<file path="src/rtl/freq_gen_pkg.sv">
// Shared cymometer constants: reference clock, word width, generator FSM encoding.
package freq_gen_pkg;

    localparam logic [25:0] CLK_FS_DEF = 26'd50000000;
    localparam int          DATA_W_DEF = 20;
    localparam int          ACC_W      = 27;

    typedef enum logic [1:0] {
        ST_IDLE = 2'd0,
        ST_RUN  = 2'd1,
        ST_PEND = 2'd2
    } fg_state_t;

endpackage

</file>
<file path="src/rtl/freq_acc.sv">
// Phase accumulator modulo CLK_FS; o_toggle flags each wrap of an enabled cycle.
module freq_acc
    import freq_gen_pkg::*;
#(
    parameter logic [25:0] CLK_FS = CLK_FS_DEF,
    parameter int          STEP_W = DATA_W_DEF + 1
) (
    input  logic              i_clk,
    input  logic              i_rst_n,
    input  logic [STEP_W-1:0] i_step,
    input  logic              i_enable,
    input  logic              i_clear,
    output logic              o_toggle
);

    localparam logic [ACC_W-1:0] LIMIT = ACC_W'(CLK_FS);

    logic [ACC_W-1:0] r_acc;
    logic [ACC_W-1:0] w_sum;
    logic             w_wrap;

    assign w_sum    = r_acc + ACC_W'(i_step);
    assign w_wrap   = (w_sum >= LIMIT);
    // Toggle is independent of clear so the owner can apply a change on the wrap cycle.
    assign o_toggle = i_enable & w_wrap;

    always_ff @(posedge i_clk) begin
        if (!i_rst_n) begin
            r_acc <= '0;
        end else if (i_clear) begin
            r_acc <= '0;
        end else if (i_enable) begin
            r_acc <= w_wrap ? (w_sum - LIMIT) : w_sum;
        end
    end

endmodule

</file>
<file path="src/rtl/freq_gen.sv">
// Programmable square-wave generator with clamped, glitch-free frequency changes.
module freq_gen
    import freq_gen_pkg::*;
#(
    parameter logic [25:0] CLK_FS = CLK_FS_DEF,
    parameter int          DATA_W = DATA_W_DEF
) (
    input  logic              sys_clk,
    input  logic              sys_rst_n,
    input  logic [DATA_W-1:0] freq_set,
    input  logic              set_valid,
    output logic              set_ready,
    output logic              clk_out,
    output logic [DATA_W-1:0] freq_cur,
    output logic              running
);

    localparam int          STEP_W = DATA_W + 1;
    localparam logic [31:0] HALF   = 32'(CLK_FS) >> 1;

    fg_state_t         r_state;
    fg_state_t         w_state_nxt;
    logic [DATA_W-1:0] r_cur;
    logic [DATA_W-1:0] w_cur_nxt;
    logic [DATA_W-1:0] r_pend;
    logic [DATA_W-1:0] w_pend_nxt;
    logic              r_ready;
    logic              w_ready_nxt;
    logic              r_clk;

    logic [31:0]       w_set_ext;
    logic [DATA_W-1:0] w_clamped;
    logic              w_accept;
    logic [STEP_W-1:0] w_step;
    logic              w_acc_en;
    logic              w_acc_clr;
    logic              w_toggle;

    assign w_set_ext = 32'(freq_set);
    assign w_clamped = (w_set_ext > HALF) ? DATA_W'(HALF) : freq_set;
    assign w_accept  = set_valid & r_ready;
    assign w_step    = {r_cur, 1'b0};

    freq_acc #(
        .CLK_FS (CLK_FS),
        .STEP_W (STEP_W)
    ) u_acc (
        .i_clk    (sys_clk),
        .i_rst_n  (sys_rst_n),
        .i_step   (w_step),
        .i_enable (w_acc_en),
        .i_clear  (w_acc_clr),
        .o_toggle (w_toggle)
    );

    always_comb begin
        w_state_nxt = r_state;
        w_cur_nxt   = r_cur;
        w_pend_nxt  = r_pend;
        w_ready_nxt = 1'b1;
        w_acc_en    = 1'b0;
        w_acc_clr   = 1'b0;
        unique case (r_state)
            ST_IDLE: begin
                if (w_accept) begin
                    w_cur_nxt = w_clamped;
                    if (w_clamped != '0) begin
                        w_state_nxt = ST_RUN;
                        w_acc_clr   = 1'b1;
                    end
                end
            end
            ST_RUN: begin
                w_acc_en = 1'b1;
                if (w_accept) begin
                    w_pend_nxt  = w_clamped;
                    w_state_nxt = ST_PEND;
                    w_ready_nxt = 1'b0;
                end
            end
            ST_PEND: begin
                w_acc_en    = 1'b1;
                w_ready_nxt = 1'b0;
                // Swap only on the falling toggle so a high phase is never cut short.
                if ((w_toggle && r_clk) || (!r_clk && w_step == '0)) begin
                    w_cur_nxt   = r_pend;
                    w_pend_nxt  = '0;
                    w_acc_clr   = 1'b1;
                    w_ready_nxt = 1'b1;
                    w_state_nxt = (r_pend != '0) ? ST_RUN : ST_IDLE;
                end
            end
            default: begin
                w_state_nxt = ST_IDLE;
            end
        endcase
    end

    always_ff @(posedge sys_clk) begin
        if (!sys_rst_n) begin
            r_state <= ST_IDLE;
            r_cur   <= '0;
            r_pend  <= '0;
            r_ready <= 1'b0;
            r_clk   <= 1'b0;
        end else begin
            r_state <= w_state_nxt;
            r_cur   <= w_cur_nxt;
            r_pend  <= w_pend_nxt;
            r_ready <= w_ready_nxt;
            r_clk   <= r_clk ^ w_toggle;
        end
    end

    assign set_ready = r_ready;
    assign clk_out   = r_clk;
    assign freq_cur  = r_cur;
    assign running   = (r_state != ST_IDLE);

endmodule

</file>
<file path="config.mk">
export PLATFORM = sky130hd
export DESIGN_NAME = freq_gen
export DESIGN_NICKNAME = d
export VERILOG_FILES = /design/src/rtl/freq_gen_pkg.sv /design/src/rtl/freq_acc.sv /design/src/rtl/freq_gen.sv
export SDC_FILE = /design/constraint.sdc
export NUM_CORES = 1
export LEC_CHECK = 0
export ABC_AREA = 1
export CORE_MARGIN = 2
export CORE_UTILIZATION = 37
export DETAILED_ROUTE_END_ITERATION = 12
export DONT_BUFFER_PORTS = 1
export PLACE_DENSITY = 0.49
export REMOVE_ABC_BUFFERS = 1
export SETUP_SLACK_MARGIN = 0.3
export SLEW_MARGIN = 10
export SYNTH_ARGS = -nofsm -noshare
export SYNTH_HDL_FRONTEND = slang
export SYNTH_SLANG_ARGS = --single-unit
export TNS_END_PERCENT = 100
</file>
<file path="constraint.sdc">
create_clock -name sys_clk -period 3.26 [get_ports sys_clk]
set_clock_uncertainty 0.05 [all_clocks]
set_input_delay 0.489 -clock sys_clk [delete_from_list [all_inputs] [get_ports sys_clk]]
set_output_delay 0.489 -clock sys_clk [all_outputs]
set_load 0.01 [all_outputs]
</file>
======== Word-level counts from Yosys, hierarchy flattened ========
Index checks and enable logic that the tools add are counted.
word-level totals
  flip-flop bits (word level) ............. 71
  input port bits ......................... 23
cells by class
  magnitude comparators ................... 2
  reductions and logical operators ........ 16
  bitwise logic cells ..................... 4
  eq/ne operators ......................... 6
  $add $sub $neg .......................... 2
  muxes and demuxes ....................... 20
operators with widths
  cell                                                                  count
  2-to-1 mux 20 bit                                                     4
  one-hot mux 20 bit (2 select lines)                                   2
  nonzero test 20 bit                                                   2
  adder 27 x 21 -> 27 bit                                               1
  greater-or-equal comparator 27 x 26 -> 1 bit (second input constant)  1
  2-to-1 mux 27 bit                                                     1
  subtractor 27 x 26 -> 27 bit (second input constant)                  1
  greater-than comparator 20 x 25 -> 1 bit (second input constant)      1
  zero test 21 bit                                                      1
  2-to-1 mux 2 bit                                                      4
  != test 2 bit (second input constant)                                 4
  2-to-1 mux 1 bit                                                      6
  one-hot mux 2 bit (3 select lines)                                    1
  AND reduction 3 bit                                                   2
  nonzero test 2 bit                                                    3
  one-hot mux 1 bit (2 select lines)                                    2
  AND reduction 4 bit                                                   1
  OR reduction 2 bit                                                    2
  bitwise AND 1 bit                                                     2
  equality test 2 x 1 -> 1 bit (second input constant)                  1
  equality test 2 bit (second input constant)                           1
  logical AND 1 bit                                                     2
  zero test 2 bit                                                       1
  zero test 1 bit                                                       1
  other kinds (3)                                                       3

======== Logic depth before layout (Yosys ltp) ========
Gate-level depths: netlist (run 1).
  word-level depth ........................ 9
  mapped depth ............................ 25
  depth with buffers taken out ............ 24

======== By module ========
A second synthesis (run 1) with hierarchy kept.
second synthesis, totals
  cell total of the unflattened synthesis .. 1,066
  area total of the unflattened synthesis .. 6,004.5 um^2
by module, submodules not included
  module    cells an instance  times used  seq. area each (um^2)  area an instance (um^2)
  freq_acc  721                1           540.5                  3,743.6
  freq_gen  345                1           880.8                  2,260.9

======== Worst setup path before layout (run 1) ========
OpenSTA, ideal clock, no wires.
  path type ............................... reg-to-reg
  start point ............................. register r_cur[0], in the netlist freq_cur[0]
  end point ............................... register r_pend[12]
  cell stages (with the launch flop) ...... 23
  clock period less this slack ............ 3.079 ns
  setup time .............................. 0.132 ns
  path buffers ............................ 1
  arrival time ............................ 2.897 ns
  path slack .............................. 0.181 ns
  cell sequence ........................... dfxtp_1 -> ha_1 -> inv_1 -> fa_1 -> inv_1 -> nand2_1 -> nand3_1 -> xor2_1 -> ha_1 -> nand3_1 -> nor2_1 -> nand4_1 -> nor2_1 -> nand3_1 -> nand3_2 -> nand2_2 -> nand2_4 -> nand2_4 -> nand2_4 -> nand2_2 -> buf_6 -> nand2_1 -> a21oi_1
on the way
  word-level cells in the longest chain between the ends .. 7
  elaborated cells between the ends (all ways) .. 9
RTL lines
  element                                       line             source
  from (decl)                                   freq_gen.sv:23   logic [DATA_W-1:0] r_cur;
  from (signal assigned)                        freq_gen.sv:108  r_cur <= w_cur_nxt;
  adder 27 x 21 -> 27 bit                       freq_acc.sv:22   assign w_sum = r_acc + ACC_W'(i_step);
  greater-or-equal comparator 27 x 26 -> 1 bit  freq_acc.sv:23   assign w_wrap = (w_sum >= LIMIT);
  bitwise AND 1 bit                             freq_acc.sv:25   assign o_toggle = i_enable & w_wrap;
  logical AND 1 bit                             freq_gen.sv:85   if ((w_toggle && r_clk) || (!r_clk && w_step == '0)) begin
  logical OR 1 bit *                            freq_gen.sv:85
  != test 2 bit (no source line) *              -
  AND reduction 3 bit (no source line) *        -
  to (signal assigned)                          freq_gen.sv:109  r_pend <= w_pend_nxt;
  to (decl)                                     freq_gen.sv:25   logic [DATA_W-1:0] r_pend;
Mark *: on every way between the ends. The rest lies on a longest branch, timed or not.
A chain may end at the register's enable or synchronous reset.

======== Worst setup path after layout (run 1) ========
  start point ............................. register r_cur[3], in the netlist freq_cur[3]
  end point ............................... register r_pend[16]
Same word-level chain as after synthesis.

==> metrics.txt, run 1 <==
CP max FO 7; vias 5889; remaining antenna violation count 0; Pins Over Slew Limit 0; first drt pass iteration count 5; Via density 4.945; H-tree levels 3; pin count of the biggest net entering global routing 41; Required @ worst endpoint 3.40 ns; I/O pins 46; P_int 3.360 mW; startpoint types flip-flop; Synthesis Warnings 0; initial antenna violation count 0; Inserted Clock Buffers 9; synth unique cells 38; utilization after layout 0.4776; ANT cells 0; CORE AREA 15150 sq um; WL final 18010 microns; Rows 45; final hold violations 0; PD cells 875.1 nW/um^2; routed len/inst 15.12 microns; worst slew pin tran 0.8936 ns; Peak Freq 318.3 MHz; Seq cells post-synth 70; total gr overflow 0; CP Capture Type flip-flop; Max-slew headroom 0.4036; Comb pwr share 0.613; Initial Util 0.3761; P&R area growth vs syn 26.97%; Worst-path clk slew 0.06 ns; GPL Wtd Cong 0.8850; number of remaining DRC errors 0; layout cells sized above 1 0.2273; Avg Cell Area, Syn 6.009 sq um; CTS root buf clkbuf_16; CP Class flip-flop to flip-flop; setup TNS 0 ns; total chip power 6.330 mW; slowest stage cell, crit path dfxtp_4; sequential cell area fraction in the yosys report 0.2460; vias in the first global route 5683; VDD IR max 368.6 uV; CP cell instances ha_4 > nand2_2 > inv_2 > nand2_1 > inv_1 > nand2_1 > nand2_2 > xnor2_2 > buf_4 > ha_2 > nand3_2 > nor2_2 > nand4_1 > nor2_1 > nand3_1 > nand3_2 > nand2_2 > nand2_4 > nand2_4 > nand2_8 > buf_4 > nand2_8 > nand2_1 > a21oi_1; clock share of power 0.162; Initial DRC Count 303; CP endpoint r_pend[16]; Fillers 1589; Pleak 3.271 nW; final setup vio count 0; Die ar. 16400 sq um; Tmin final 3.142 ns; Clock Sinks 70; GRT Overall Usage 0.2277; largest stage delay on the critical path 0.36 ns; cts hold-fix bufs 0; die height 128.1 microns; reg2reg end r_pend[16]; WHS 0.2209 ns; R2R setup slack 0.12 ns; Register-to-Register Path Depth 24; Port Buffer Count 0; final worst-path cycle share 0.9637; run status finished clean; Hold Crit Class input pin to flip-flop; Worst R2R Start freq_cur[3]; arrival time at the worst endpoint 3.28 ns; first-pass GRT wire length 29210 microns; RSZ-0062 raised after global routing true; Final nets 1048; Reg power frac 0.225; chip width 128.1 microns; Max-cap violations 0; switch share 0.4692; crit path from freq_cur[3]; Clock Latency Late Sink 0.34 ns; Switch Pwr 2.970 mW; Post-Synthesis Cells 948; TritonCTS clock tree yes; mapped cell area 5697 sq um; CTS max path bufs 2; Detailed Place HPWL 13890 microns
## cells in the mapped netlist
| master | number | area share |
|---|---|---|
| nand4_1 | 19 | 0.021 |
| nor4_1 | 11 | 0.012 |
| o21ai_0 | 11 | 0.0097 |
| nand2_2 | 17 | 0.019 |
| xnor2_1 | 8 | 0.012 |
| mux2i_1 | 6 | 0.011 |
| inv_2 | 9 | 0.0059 |
| xnor2_2 | 1 | 0.0029 |
| clkbuf_1 | 15 | 0.0099 |
| o211ai_1 | 1 | 0.0013 |
| dfxtp_1 | 70 | 0.25 |
| buf_2 | 3 | 0.0026 |
| o41ai_1 | 2 | 0.0031 |
| buf_4 | 7 | 0.0092 |
| nand2_1 | 313 | 0.21 |
| a21oi_2 | 2 | 0.0031 |
| nand2_4 | 4 | 0.0079 |
| o2111ai_1 | 1 | 0.0015 |
| a21oi_1 | 89 | 0.078 |
| and2_1 | 2 | 0.0022 |
| or4_1 | 1 | 0.0013 |
| nor2_4 | 2 | 0.0040 |
| buf_6 | 4 | 0.0079 |
| nand3_1 | 67 | 0.059 |
| clkinv_1 | 1 | 0.00066 |
| o211ai_4 | 1 | 0.0037 |
| xor2_1 | 12 | 0.018 |
| inv_1 | 131 | 0.086 |
| buf_8 | 1 | 0.0026 |
| nand3_2 | 7 | 0.012 |
| nand3b_1 | 4 | 0.0053 |
| nor2_1 | 84 | 0.055 |
| ha_1 | 26 | 0.057 |
| nor2_8 | 1 | 0.0035 |
| nor3_1 | 3 | 0.0026 |
| a211oi_1 | 1 | 0.0013 |
| fa_1 | 1 | 0.0035 |
| nor2_2 | 10 | 0.011 |
## worst min-delay path by stage
stage                     from              end  slack [ns]  cells past startpoint
6_report             sys_rst_n      freq_cur[1]        0.22                      2
5_1_grt              sys_rst_n     freq_cur[19]        0.21                      2
4_1_cts              sys_rst_n      freq_cur[3]        0.20                      2
3_5_place_dp   u_acc.r_acc[17]  u_acc.r_acc[17]        0.41                      2
3_3_place_gp   u_acc.r_acc[15]  u_acc.r_acc[15]        0.41                      2
2_1_floorplan  u_acc.r_acc[13]  u_acc.r_acc[13]        0.39                      2
## what timing repair did
action,CTS,global route
endpoints found under the setup margin,69,70
cloned,5,1
pin swaps,20,22
setup buffers,12,3
resized for setup,86,28
## cell type report
cell class	instances	area, sq um	share of cell area
Multi-Input combinational cell	710	4088	0.5651
Sequential cell	70	1416	0.1958
Timing Repair Buffer	66	656.9	0.09081
Inverter	141	529.3	0.07317
Clock buffer	10	239.0	0.03304
Tap cell	188	235.2	0.03252
Clock inverter	6	68.82	0.009514
## stage by stage
stage	setup slack, ns	cells	instance area, sq um
after floorplan	-0.3497	918	5513
after global placement	-0.05704	1154	6162
after detailed placement	-0.1939	1154	6162
after CTS	0.1230	1187	7064
after global routing	-0.1087	1191	7233
final	0.1184	1191	7233
## registers in the layout, summed over array words and instances (netlist names)
register     count
clk_out          1
freq_cur        20
r_pend          20
r_state          2
set_ready        1
u_acc.r_acc     26
## layer usage
metal,global-route usage,part of all wire,wire length [microns],up-vias
met5,0,0,0,-
met4,0.07563,0.024,440,0
met3,0.03673,0.035,632,21
met2,0.3897,0.48,8625,102
met1,0.2919,0.46,8311,2666
li1,-,-,-,3100
## power groups by stage
stage               logic (mW)  clock network (mW)  registers, mW
floorplan                 1.99                   0           1.39
global placement          3.23                   0           1.35
detailed placement        3.20                   0           1.35
CTS                       3.76                1.05           1.41
global route              4.27                1.08           1.46
finish                    3.88                1.02           1.43
## critical path: cells and delay by family (launching register included)
kind            cells  cell delay (ns)
simple gates       16             1.55
fa+ha+maj           2             0.42
buf+inv             4             0.39
flops               1             0.36
xor+xnor            1             0.16
compound gates      1             0.05
## logic make-up (layout without fill, tap and decap cells)
group	count (synthesis)	in the layout	synth area share
mux	6	6	0.01054
xor+xnor	21	21	0.03361
fa+ha+maj	27	27	0.06062
flops	70	70	0.2460
buf+inv	171	223	0.1252
compound gates	108	108	0.1019
simple gates	545	548	0.4221
## placed cells by master (no fill, tap or decap), types with 2 or more instances in the layout
cell	netlist	layout
a21oi_2	2	11
buf_12	0	8
ha_4	0	13
xor2_1	12	11
nand4_1	19	19
dfxtp_1	70	60
nor2_1	84	77
nor2_4	2	4
ha_1	26	5
nand2_4	4	6
nor3_1	3	3
nor4_1	11	11
inv_1	131	129
dfxtp_2	0	9
nand3_4	0	3
nand2_8	0	5
buf_4	7	54
o41ai_1	2	2
xnor2_1	8	7
nand3_1	67	59
nand3_2	7	12
inv_2	9	11
o21ai_0	11	11
mux2i_1	6	6
and2_1	2	2
a21oi_1	89	80
clkbuf_16	0	10
inv_6	0	2
nand3b_1	4	4
nand2_2	17	42
nor2_2	10	15
nand2_1	313	284
buf_16	0	2
ha_2	0	8
No activity file was read; power rests on OpenSTA's default activity.
==> run 2: changes to the inputs <==
- SKIP_CTS_REPAIR_TIMING: not set -> 1
- SLEW_MARGIN: 10 -> 25
- TNS_END_PERCENT: 100 -> not set
==> run 2 against run 1 <==
  * Worst hold slack got worse by 0.019 ns
  * Die area unchanged
  * Sequential power about the same
  * Core utilization decreased by 1.2 points
  * Largest power group unchanged
==> metrics.txt, run 2 (synthesis results as in run 1) <==
I/O pins 46; layout cells sized above 1 0.2048; worst slew pin tran 0.8563 ns; Biggest register u_acc.r_acc; Crit path max-delay family simple AND/OR/NAND/NOR gates; first-pass GRT wire length 27900 microns; Clock Sinks 70; Clock Latency Late Sink 0.34 ns; met2 GRT Util 0.3630; final hold violations 0; ANT cells 0; P&R area growth vs syn 23.68%; Worst-path clk slew 0.06 ns; CP Capture Type flip-flop; Pins Over Slew Limit 0; total gr overflow 0; Hold Crit Class input pin to flip-flop; Pleak 3.222 nW; Detailed Place HPWL 13890 microns; CP max FO 6; CP cell instances ha_4 > inv_2 > fa_2 > inv_2 > nand2_2 > nand3_4 > xor2_2 > ha_2 > nand3_2 > nor2_2 > nand4_1 > nor2_1 > nand3_1 > nand3_2 > nand2_2 > nand2_4 > nand2_4 > nand2_8 > buf_12 > nand2_4 > nand2_2 > a21oi_2; Max-slew headroom 0.4285; Max-cap violations 0; H-tree levels 3; Initial Util 0.3761; TritonCTS clock tree yes; chip width 128.1 microns; arrival time at the worst endpoint 3.30 ns; PD cells 868.4 nW/um^2; slowest stage cell, crit path fa_2; RSZ-0062 raised after global routing true; final worst-path cycle share 0.9692; Inserted Clock Buffers 9; Final WS setup 0.1004 ns; utilization after layout 0.4652; worst slack, placed -0.1939 ns; Required @ worst endpoint 3.40 ns; CTS max path bufs 2; GRT Overall Usage 0.2179; first drt pass iteration count 5; Buf+Inv Stages, Crit Path 3; met1 GRT Util 0.2889; placed cells 1154; max reg flops 26; WHS 0.2015 ns; Via density 4.948; footprint of the multi-input gates 4000 sq um; run status finished clean; initial antenna violation count 0; final setup vio count 0; CP Class flip-flop to flip-flop; CORE AREA 15150 sq um; Final nets 1041; commonest cells after routing, fill and taps aside nand2_1 (297), inv_1 (129), a21oi_1 (85), nor2_1 (79), dfxtp_1 (60); Port Buffer Count 0; CTS root buf clkbuf_16; largest stage delay on the critical path 0.40 ns; pin count of the biggest net entering global routing 41; GR peak layer met2; Rows 45; routed len/inst 15.17 microns; Tmin final 3.160 ns; Register Area 1416 sq um; startpoint types flip-flop; Fillers 1606; WL final 17960 microns; VDD IR max 359.8 uV; vias 5859; Peak Freq 316.5 MHz; commonest non-fill, non-tap cell in the layout nand2_1; Die ar. 16400 sq um; number of remaining DRC errors 0; Initial DRC Count 265; final cell count without fillers 1184; total chip power 6.119 mW; vias in the first global route 5412; met3 global-route usage 0.03756; remaining antenna violation count 0; die height 128.1 microns; GPL Wtd Cong 0.8850
==> run 2: routing by layer <==
metal	routed length, microns	share of wire
met1	8143	0.45
met2	8685	0.48
met3	723	0.040
met4	410	0.023
met5	0	0
==> run 2: final cells by class <==
cell class              count  share of cell area
flip-flops and latches     70              0.2010
clock buffers              10             0.03392
multi-input cells         710              0.5678
repair buffers             59             0.07903
well taps                 188             0.03339
inverters                 141             0.07512
clock inverters             6            0.009767
==> run 2: final timing paths <==
| check | start | end | slack, ns | cells after the start |
|---|---|---|---|---|
| worst max-delay path | u_acc.r_acc[1] | r_state[0] | 0.10 | 22 |
| worst min-delay path | sys_rst_n | freq_cur[2] | 0.20 | 2 |
| worst min register to register | u_acc.r_acc[17] | u_acc.r_acc[17] | 0.41 | 2 |
| worst max register to register | u_acc.r_acc[1] | r_state[0] | 0.10 | 22 |
==> run 2: metrics by stage <==
step	instance area (sq um)	TNS [ns]
after floorplan	5513	-10.84
after global placement	6162	-1.047
after detailed placement	6162	-4.785
after CTS	6470	-6.456
after global routing	7046	-4.905
final	7046	0
==> run 2: where the power goes <==
group          switching (mW)  internal, mW  total, mW
registers               0.254          1.15       1.40
logic                    2.22          1.47       3.69
clock network           0.407         0.619       1.03
==> run 2: worst reg2reg max path, stage by stage, from the launching register on <==
cell and delay, ns:
dfxtp_2 0.35, ha_4 0.14, inv_2 0.04, fa_2 0.40, inv_2 0.08, nand2_2 0.07
nand3_4 0.08, xor2_2 0.16, ha_2 0.20, nand3_2 0.07, nor2_2 0.09, nand4_1 0.18
nor2_1 0.17, nand3_1 0.10, nand3_2 0.10, nand2_2 0.08, nand2_4 0.10, nand2_4 0.08
nand2_8 0.15, buf_12 0.13, nand2_4 0.05, nand2_2 0.10, a21oi_2 0.05
==> run 3: changes to the inputs <==
- ABC_AREA: 1 -> not set
- CTS_CLUSTER_SIZE: not set -> 24
==> run 3 against run 2 <==
  * The run now ends with negative setup slack left
  * Clock power grew 16%
  * Die area down 15%
  * Non-clock buffer count up 112
  * Count of clock-buffer cells in the layout stayed put
  * Global-route usage is 0.94 points higher
  * Core utilization rose by 8.2 points
  * Flip-flop and latch count unchanged
  * Critical path depth is 6 lower
  * Power increased by 5.9%
  * Largest power group unchanged
  * Highest routed layer unchanged
==> metrics.txt, run 3 <==
run status complete, but fails checks; failing checks negative setup slack; Comb pwr share 0.613; Initial DRC Count 343; Max-slew headroom 0.4189; Avg Cell Area, Syn 8.394 sq um; Final WS setup -0.8883 ns; ranking of synthesized cells by area dfxtp_1 (29%), ha_1 (6.8%), a211oi_1 (5.9%); slowest stage cell, crit path or4_4; vias 5017; I/O pins 46; Worst path most repeated cell or4_4; Worst-path clk slew 0.06 ns; H-tree levels 3; Tmin final 4.148 ns; GRT Overall Usage 0.2273; total gr overflow 0; R2R setup slack -0.89 ns; first-pass GRT wire length 25210 microns; startpoint types flip-flop; placed cells 868; largest area contributor in the netlist dfxtp_1; Die ar. 13950 sq um; Port Buffer Count 0; utilization after layout 0.5473; clock share of power 0.184; Rows 41; number of remaining DRC errors 0; final hold violations 0; initial antenna violation count 1; total chip power 6.483 mW; synth cell count leaders dfxtp_1 (70), a21oi_1 (50), nor2_1 (44); final cell count without fillers 898; RSZ-0062 raised after global routing true; max reg flops 26; Inserted Clock Buffers 9; Pins Over Slew Limit 0; PD cells 934.7 nW/um^2; Required @ worst endpoint 3.48 ns; synth unique cells 65; commonest cells after routing, fill and taps aside buf_4 (157), dfxtp_1 (67), a21oi_1 (49), nor2_1 (39), nand2_1 (32); CORE AREA 12670 sq um; worst slew pin tran 0.8636 ns; TritonCTS clock tree yes; CP Capture Type flip-flop; Clock Latency Late Sink 0.34 ns; CTS root buf clkbuf_16; commonest non-fill, non-tap cell in the layout buf_4; VDD IR max 419.6 uV; die height 118.1 microns; GPL Wtd Cong 0.8802; Synthesis Warnings 0; Post-synth EDFFs 0; pin count of the biggest net entering global routing 28; CP cell instances ha_4 > inv_2 > fa_2 > and4b_1 > and2_4 > nor2_4 > xnor2_2 > ha_2 > nand3_2 > or4_4 > o21a_1 > o31a_1 > o211a_4 > or4_4 > a311o_1 > a31oi_1; Biggest register u_acc.r_acc; WL final 16280 microns; P_int 3.811 mW; final setup vio count 70; Peak Freq 241.1 MHz; sequential cell area fraction in the yosys report 0.2908; vias in the first global route 4800; setup TNS -54.54 ns; FFs w/ async S/R, synth 0; first drt pass iteration count 5; Yosys top cell area share 0.2908; arrival time at the worst endpoint 4.37 ns; Final nets 771; Reg power frac 0.203; CP max FO 4; Initial Util 0.3803; final worst-path cycle share 1.272; Seq cells post-synth 70; mapped cell area 4818 sq um; reg2reg end u_acc.r_acc[20]; most numerous cell in the Yosys netlist dfxtp_1; routed len/inst 18.13 microns; Pleak 2.770 nW; Hold Crit Class input pin to flip-flop; CP endpoint u_acc.r_acc[20]; Register-to-Register Path Depth 16; P&R area growth vs syn 43.94%; Synth Flop Type dfxtp_1; Max-cap violations 0; Clock Sinks 70; Switch Pwr 2.671 mW; Detailed Place HPWL 12330 microns; CP Class flip-flop to flip-flop; Via density 5.587; WHS 0.2167 ns; switch share 0.4121; chip width 118.1 microns; ANT cells 0; largest stage delay on the critical path 0.51 ns; crit path from u_acc.r_acc[1]; remaining antenna violation count 0; CTS max path bufs 2; Post-Synthesis Cells 574; layout cells sized above 1 0.3554; Worst R2R Start u_acc.r_acc[1]
[run 3: cell count changes after synthesis, sizes merged, moves of 20 or more]
cell / delta
a22o: +20
inv: -120
a211oi: +38
a21oi: -38
nand3: -58
mux2i: +22
nand2: -302
nor2: -53
[run 3: per-layer routing]
| metal | part of all wire | vias to the layer above | GRT usage |
|---|---|---|---|
| met3 | 0.050 | 16 | 0.04070 |
| met4 | 0.019 | 0 | 0.07455 |
| met5 | 0 | - | 0 |
| met2 | 0.45 | 142 | 0.3627 |
| met1 | 0.48 | 2404 | 0.3091 |
| li1 | - | 2455 | - |
[run 3: worst min path at each step]
stage,from,depth (start not counted),endpoint,slack [ns]
after CTS,freq_set[9],1,r_pend[9],0.21
after global placement,u_acc.r_acc[12],2,u_acc.r_acc[12],0.43
final,freq_set[2],1,r_pend[2],0.22
after floorplan,u_acc.r_acc[20],2,u_acc.r_acc[20],0.41
after global routing,freq_set[2],1,r_pend[2],0.21
after detailed placement,u_acc.r_acc[12],2,u_acc.r_acc[12],0.43
[run 3: cells by family (layout without fill, tap and decap cells)]
group	Yosys count	in the layout	synth area share
adder cells (fa/ha/maj)	27	27	0.07167
XOR/XNOR	33	33	0.05999
flip-flops	70	70	0.2908
AO/OA/AOI/OAI	188	188	0.2805
multiplexers	30	30	0.06284
buffers and inverters	57	209	0.04960
AND/OR/NAND/NOR	169	169	0.1846
[run 3: cell type report]
class | count | area, sq um
fill | 1174 | 5736
multi-input combinational | 447 | 3462
timing repair buffer | 171 | 1415
sequential | 70 | 1405
clock buffer | 10 | 239.0
tap | 172 | 215.2
clock inverter | 6 | 116.4
inverter | 22 | 82.58
[run 3: power by group through the flow]
stage | registers [mW] | clock network (mW) | logic [mW]
2_1_floorplan | 1.32 | 0 | 1.78
3_3_place_gp | 1.31 | 0 | 3.40
3_5_place_dp | 1.32 | 0 | 3.43
4_1_cts | 1.30 | 1.21 | 3.45
5_1_grt | 1.35 | 1.25 | 4.29
6_report | 1.32 | 1.19 | 3.97
[run 3: worst max-delay path, delay by kind of cell (launching register included)]
family	cells	cell delay (ns)
AO/OA/AOI/OAI	5	1.19
XOR/XNOR	1	0.17
adder cells (fa/ha/maj)	3	0.69
buffers and inverters	1	0.04
flip-flops	1	0.35
AND/OR/NAND/NOR	6	1.58
[run 3: metrics by stage]
| stage | area [sq um] | setup WS [ns] |
|---|---|---|
| after floorplan | 4662 | -1.996 |
| after global placement | 6111 | -1.001 |
| after detailed placement | 6111 | -1.081 |
| after CTS | 6466 | -1.103 |
| after global routing | 6935 | -1.025 |
| final | 6935 | -0.8883 |
